### src/rtl/mem_arbiter.sv
`timescale 1ns/1ps
// mem_arbiter
// Shares one single-ported instruction/data memory between the fetch stage
// (F) and the memory stage (M). A three-state FSM grants one port at a time,
// holds the memory bus for LATENCY cycles and then returns read data with a
// one-cycle done pulse on the granted port.
//
// Ports:
//   clk, rst            clock, asynchronous active-low reset
//   if_req/if_addr      fetch request (held until if_done)
//   if_rdata/if_done    fetched instruction, one-cycle completion pulse
//   d_req/d_we/d_addr/d_wdata  data request (held until d_done)
//   d_rdata/d_done      load data, one-cycle completion pulse
//   mem_en/mem_we/mem_addr/mem_wdata  registered memory bus
//   mem_rdata           memory read data, valid in the last access cycle
//   stall               combinational pipeline freeze
//
// Configuration macro:
//   MEM_ARB_RR_EN  defined   -> round-robin arbitration with a last_grant bit
//                  undefined -> fixed priority, data port wins
module mem_arbiter #(
  parameter int LATENCY = 2,
  parameter int AW      = 32,
  parameter int DW      = 32
) (
  input  logic          clk,
  input  logic          rst,
  input  logic          if_req,
  input  logic [AW-1:0] if_addr,
  output logic [DW-1:0] if_rdata,
  output logic          if_done,
  input  logic          d_req,
  input  logic          d_we,
  input  logic [AW-1:0] d_addr,
  input  logic [DW-1:0] d_wdata,
  output logic [DW-1:0] d_rdata,
  output logic          d_done,
  output logic          mem_en,
  output logic          mem_we,
  output logic [AW-1:0] mem_addr,
  output logic [DW-1:0] mem_wdata,
  input  logic [DW-1:0] mem_rdata,
  output logic          stall
);

  typedef enum logic [1:0] {IDLE, BUSY_I, BUSY_D} state_t;

  localparam logic [2:0] LastCnt = 3'(LATENCY - 1);

  state_t        state_q, state_d;
  logic [2:0]    cnt_q, cnt_d;
  logic [AW-1:0] memAddr_q, memAddr_d;
  logic [DW-1:0] memWdata_q, memWdata_d;
  logic          memWe_q, memWe_d;
  logic [DW-1:0] ifRdata_q, ifRdata_d;
  logic [DW-1:0] dRdata_q, dRdata_d;
  logic          ifDone_q, ifDone_d;
  logic          dDone_q, dDone_d;
  logic          ifElig, dElig, pickD;
`ifdef MEM_ARB_RR_EN
  // 1 = data port was granted last, 0 = fetch port
  logic          lastGrant_q, lastGrant_d;
`endif

  // A port whose done is high this cycle is not eligible, so a request that
  // is still held during its completion cycle is not granted twice.
  assign ifElig = if_req & ~ifDone_q;
  assign dElig  = d_req & ~dDone_q;

  // Arbitration choice, only meaningful in IDLE. Round robin hands a conflict
  // to the port that did not win last time; fixed priority favours data,
  // which belongs to the older instruction in the pipeline.
`ifdef MEM_ARB_RR_EN
  assign pickD = dElig & ~(ifElig & lastGrant_q);
`else
  assign pickD = dElig;
`endif

  // Next-state logic: grant in IDLE, count wait cycles while busy, and on the
  // last access cycle capture read data and raise the granted port's done.
  always_comb begin
    state_d    = state_q;
    cnt_d      = cnt_q;
    memAddr_d  = memAddr_q;
    memWdata_d = memWdata_q;
    memWe_d    = memWe_q;
    ifRdata_d  = ifRdata_q;
    dRdata_d   = dRdata_q;
    ifDone_d   = 1'b0;
    dDone_d    = 1'b0;
`ifdef MEM_ARB_RR_EN
    lastGrant_d = lastGrant_q;
`endif
    case (state_q)
      IDLE: begin
        if (pickD) begin
          state_d    = BUSY_D;
          cnt_d      = 3'd0;
          memAddr_d  = d_addr;
          memWdata_d = d_wdata;
          memWe_d    = d_we;
`ifdef MEM_ARB_RR_EN
          lastGrant_d = 1'b1;
`endif
        end else if (ifElig) begin
          state_d   = BUSY_I;
          cnt_d     = 3'd0;
          memAddr_d = if_addr;
          memWe_d   = 1'b0;
`ifdef MEM_ARB_RR_EN
          lastGrant_d = 1'b0;
`endif
        end
      end
      BUSY_I, BUSY_D: begin
        if (cnt_q == LastCnt) begin
          state_d = IDLE;
          cnt_d   = 3'd0;
          memWe_d = 1'b0;
          if (state_q == BUSY_I) begin
            ifRdata_d = mem_rdata;
            ifDone_d  = 1'b1;
          end else begin
            if (!memWe_q) begin
              dRdata_d = mem_rdata;
            end
            dDone_d = 1'b1;
          end
        end else begin
          cnt_d = cnt_q + 3'd1;
        end
      end
      default: begin
        state_d = IDLE;
        cnt_d   = 3'd0;
        memWe_d = 1'b0;
      end
    endcase
  end

  // State register; reset abandons any in-flight access without a done pulse.
  always_ff @(posedge clk or negedge rst) begin
    if (!rst) begin
      state_q    <= IDLE;
      cnt_q      <= 3'd0;
      memAddr_q  <= '0;
      memWdata_q <= '0;
      memWe_q    <= 1'b0;
      ifRdata_q  <= '0;
      dRdata_q   <= '0;
      ifDone_q   <= 1'b0;
      dDone_q    <= 1'b0;
`ifdef MEM_ARB_RR_EN
      lastGrant_q <= 1'b1;
`endif
    end else begin
      state_q    <= state_d;
      cnt_q      <= cnt_d;
      memAddr_q  <= memAddr_d;
      memWdata_q <= memWdata_d;
      memWe_q    <= memWe_d;
      ifRdata_q  <= ifRdata_d;
      dRdata_q   <= dRdata_d;
      ifDone_q   <= ifDone_d;
      dDone_q    <= dDone_d;
`ifdef MEM_ARB_RR_EN
      lastGrant_q <= lastGrant_d;
`endif
    end
  end

  assign mem_en    = (state_q != IDLE);
  assign mem_we    = memWe_q;
  assign mem_addr  = memAddr_q;
  assign mem_wdata = memWdata_q;
  assign if_rdata  = ifRdata_q;
  assign d_rdata   = dRdata_q;
  assign if_done   = ifDone_q;
  assign d_done    = dDone_q;
  assign stall     = (if_req & ~ifDone_q) | (d_req & ~dDone_q);

endmodule

### config.mk
export PLATFORM = sky130hd
export DESIGN_NAME = mem_arbiter
export DESIGN_NICKNAME = d
export VERILOG_FILES = /design/src/rtl/mem_arbiter.sv
export SDC_FILE = /design/constraint.sdc
export NUM_CORES = 1
export LEC_CHECK = 0
export CORE_MARGIN = 3
export CORE_UTILIZATION = 41
export DETAILED_ROUTE_END_ITERATION = 7
export PLACE_DENSITY = 0.8
export SLEW_MARGIN = 20
export SYNTH_ARGS = -nofsm -noshare
export SYNTH_HDL_FRONTEND = slang
export SYNTH_SLANG_ARGS = --single-unit
### constraint.sdc
create_clock -name clk -period 2.58 [get_ports clk]
set_clock_uncertainty 0.2 [all_clocks]
set_input_delay 0.516 -clock clk [delete_from_list [all_inputs] [get_ports clk]]
set_output_delay 0.516 -clock clk [all_outputs]
set_load 0.1 [all_outputs]
Word-level counts from Yosys, hierarchy flattened. Index checks and enable logic that the tools add are counted.

$add $sub $neg: 1. $mul: 0. Div/mod/pow operators: 0. Order comparisons: 0. Equal/unequal tests: 5. Shifts and indexed selects: 0. Muxes and demuxes: 20. Bitwise logic cells: 7. Reduce and logical (&&, ||, !) cells: 9.

Operators by type and width (count): $mux 32 (2); $mux 1 (9); $mux 3 (3); $mux 2 (3); $pmux 3 s2 (1); $reduce_and 2->1 (3); $not 1->1 (4); $pmux 2 s2 (1); $reduce_and 4->1 (1); $reduce_bool 2->1 (2); $add 3x1->3 const B (1); $eq 3x1->1 const B (1); $ne 3x3->1 const B (1); $reduce_and 3->1 (1); $and 1x1->1 (2); $eq 2x1->1 const B (1); $eq 2x2->1 const B (1); $logic_not 2->1 (1); $ne 2x2->1 const B (1); $pmux 1 s2 (1); $reduce_or 2->1 (1); $or 1x1->1 (1).

Flip-flop bits (word level): 136. Latch bits: 0. RAM bits: 0. ROM bits: 0. Input bits: 133. Output and inout bits: 133. Word-level logic and storage cells: 51. Memories kept: 0.

Logic depth before layout (Yosys ltp).
Depth in word-level cells: 5. Depth in mapped cells: 7. Depth with buffers taken out: 5.

Worst setup path before layout. Ideal clock, no wire load.

Path type: register to output. Start point: register dDone_q (netlist: d_done). End point: output port stall. Data arrival time: 2012 ps. Data required time: 1864 ps. Slack: -148 ps. Cell stages (with the launch flop): 5. Buffers on the path: 2. Cells stage by stage: dfrtp_1 > nand2b_4 > buf_6 > buf_6 > nand2_1.

Word-level cells in the longest chain between the ends: 3.

Ends and longest elaborated chain: start, declared (line 58) `logic dDone_q, dDone_d;`; start signal, assigned (line 165) `dDone_q <= dDone_d;`; $not 1->1 (line 180) `assign stall = (if_req & ~ifDone_q) | (d_req & ~dDone_q);`; $and 1x1->1 (line 180); $or 1x1->1 (line 180); end, declared (line 43) `output logic stall`.

No other way between the ends.

Worst setup path in the final report.
Start point: register state_q[0]. End point: output port mem_en.

Word-level cells in the longest chain between the ends: 1.

Ends and longest elaborated chain: start, declared (line 50) `state_t state_q, state_d;`; start signal, assigned (line 157) `state_q <= state_d;`; $reduce_bool 2->1 (line 172) `assign mem_en = (state_q != IDLE);`; end, declared (line 38) `output logic mem_en,`.

No other way between the ends.

==> flow_metrics.tcl <==
set metrics [dict create \
    relSlewSlack_pct 68.04 \
    n_fill_cell 991 \
    cts_htree_levels 4 \
    r2r_cells 5 \
    cts_sinks 136 \
    critPathArrivalTime_ns 1.58 \
    grt_pass1_vias 4370 \
    clockRootBuffer "clkbuf_16" \
    cp_max_fo 7 \
    clkTransAtPathRegs_ns 0.06 \
    reg2reg_to "d_rdata[15]" \
    die-area_um2 15290 \
    crit_family "buffers and inverters" \
    async_flop_share_pct 100.0 \
    crit_type "register to output port" \
    nets 763 \
    gp_congestion 0.7757 \
    synthesis.nets 488 \
    hold_viol 0 \
    route.detailed.drc 0 \
    io_buffers 265 \
    dr.pass1.iters 4 \
    antenna_found_initial 0 \
    dieHeight_um 123.7 \
    dp_cells 783 \
    final-setup-viol-count 0 \
    hold_class "register to register" \
    wl_per_cell_um 17.55 \
    dp_hpwl_um 10860 \
    synth_seq_area_share_pct 59.96 \
    finalSetupTns_ns 0 \
    rsz0062_at_grt "no" \
    required_ns 1.86 \
    ys_seq_elements 136 \
    vias 3955 \
    cpMaxStageDelayCell "dfrtp_1" \
    netlist_top_cells_area "dfrtp_1 (60%), mux2_2 (23%), mux2_1 (6.9%), mux2_4 (2.6%), buf_6 (1.8%)" \
    core-area_um2 13400 \
    crit_path_frequent_cell "inv_1" \
    numCtsBuffers 17 \
    synth_area_leader_cell "dfrtp_1" \
    synth_edf_count 0 \
    tightest_slew_ns 0.4794 \
    yosys.cell_count.top_type "dfrtp_1" \
    grt_overflow 0 \
    path_buf_inv 3 \
    status "completed" \
    drtIter0Drc 148 \
    crit_path_end_kind "output port" \
    ant_nets 0 \
    max_stage_delay_ns 0.40 \
    fin_crit_ns 2.293 \
    clk_latency_ns 0.41 \
    r2r-start "state_q[0]" \
    postSynthAreaPerCell_um2 16.12 \
    grt_max_degree 64 \
    ios 266 \
    routed_wl_um 14320 \
    post-route-period-util_pct 88.89 \
    synthTopCellsByCount "dfrtp_1 (136), mux2_2 (116), mux2_1 (35)" \
    fmax_mhz 436.1 \
    num_rows 42 \
    cts_tree "built" \
    synth_top_area_share_pct 59.96 \
    fin_cells 816 \
    synthFlopType "dfrtp_1" \
    grtUsageTotal_pct 18.57 \
    die_w_um 123.7 \
    path_cells "inv_1 -> ha_1 -> inv_1 -> buf_12" \
    hp-start "if_rdata[7]" \
    final_util_pct 66.24 \
    cts.repair.resized 0 \
    syn_inst 352 \
    r2r_setup_slack_ns 0.51 \
    critPathLaunchType "register" \
    viasPerCell 4.847 \
    start_util_pct 42.35 \
    yosysWarnings 0 \
    grt_pass1_wl_um 21370 \
    max_cap_viol_count 0 \
    synth_cell_types 30 \
    hold_depth 1 \
    area_delta_synth_final_pct 56.39 \
    cts_setup_buffers 0 \
    antenna_cells 0 \
    cts_buffer_depth 2 \
    drive_gt1_share_pct 47.97 \
    finalMaxSlewViolations 0 \
    synth.cell_area_um2 5675 \
    whs_endpoint "if_rdata[7]" \
]
## logic make-up after synthesis
group | share of synthesized area [%]
fa+ha+maj | 0.6614
mux | 32.61
flops | 59.96
compound gates | 1.455
simple gates | 2.161
buf+inv | 3.153
## layer usage
metal / wire length, um / GRT usage [%] / vias up
li1: - / - / 1810
met1: 5001 / 18.61 / 1938
met2: 7324 / 32.58 / 183
met3: 1612 / 8.084 / 24
met4: 386 / 9.481 / 0
met5: 0 / 0 / -
## cells in the final DEF (no fill, tap or decap), types with 2 or more instances in the layout
cell,count
buf_12,6
mux2_2,116
clkbuf_16,17
mux2_1,35
bufinv_16,5
a32o_1,2
clkinv_2,2
ha_1,3
nor2_1,3
clkinvlp_4,2
inv_1,5
dfrtp_1,135
clkdlybuf4s50_1,131
nand2_1,5
buf_4,136
inv_6,4
mux2_4,10
o2bb2ai_1,2
## cell type report
cell class,count,area (um2),area share [%]
Inverter,5,18.77,0.2114
Clock buffer,18,439.2,4.948
Multi-Input combinational cell,192,2101,23.67
Tap cell,176,220.2,2.481
Sequential cell,136,3405,38.36
Timing Repair Buffer,275,2474,27.87
Clock inverter,14,219.0,2.467
## worst max path at each step
stage / start / end / slack [ns] / cells past startpoint
6_report: state_q[0] / mem_en / 0.29 / 4
5_1_grt: state_q[0] / mem_en / 0.15 / 4
4_1_cts: state_q[1] / mem_en / 0.24 / 4
3_5_place_dp: if_req / mem_addr[14] / 0.27 / 5
3_3_place_gp: if_req / mem_addr[1] / 0.29 / 5
2_1_floorplan: if_done / stall / 0.09 / 2
## flip-flops by register name, indices dropped and copies added (netlist names)
signal and cells:
mem_we 1, d_done 1, mem_wdata 32, cnt_q 3, state_q 2, if_done 1, mem_addr 32, d_rdata 32
if_rdata 32
## what timing repair did
action | CTS | global route
hold buffers | 1 | 0
endpoints found under the setup margin | 0 | 0
endpoints found under the hold margin | 39 | 0
## metrics by stage
step | instance area (um2) | hold WS [ns] | setup slack [ns]
after floorplan | 5677 | 0.02041 | 0.08614
after CTS | 8876 | 0.2934 | 0.2391
after global routing | 8876 | 0.3069 | 0.1467
final | 8876 | 0.2862 | 0.2867
after global placement | 8208 | 0.2487 | 0.2922
after detailed placement | 8208 | 0.2564 | 0.2676
Power is not shown: default switching activity piles up to over one toggle a cycle in this logic, so the estimate is an artifact.
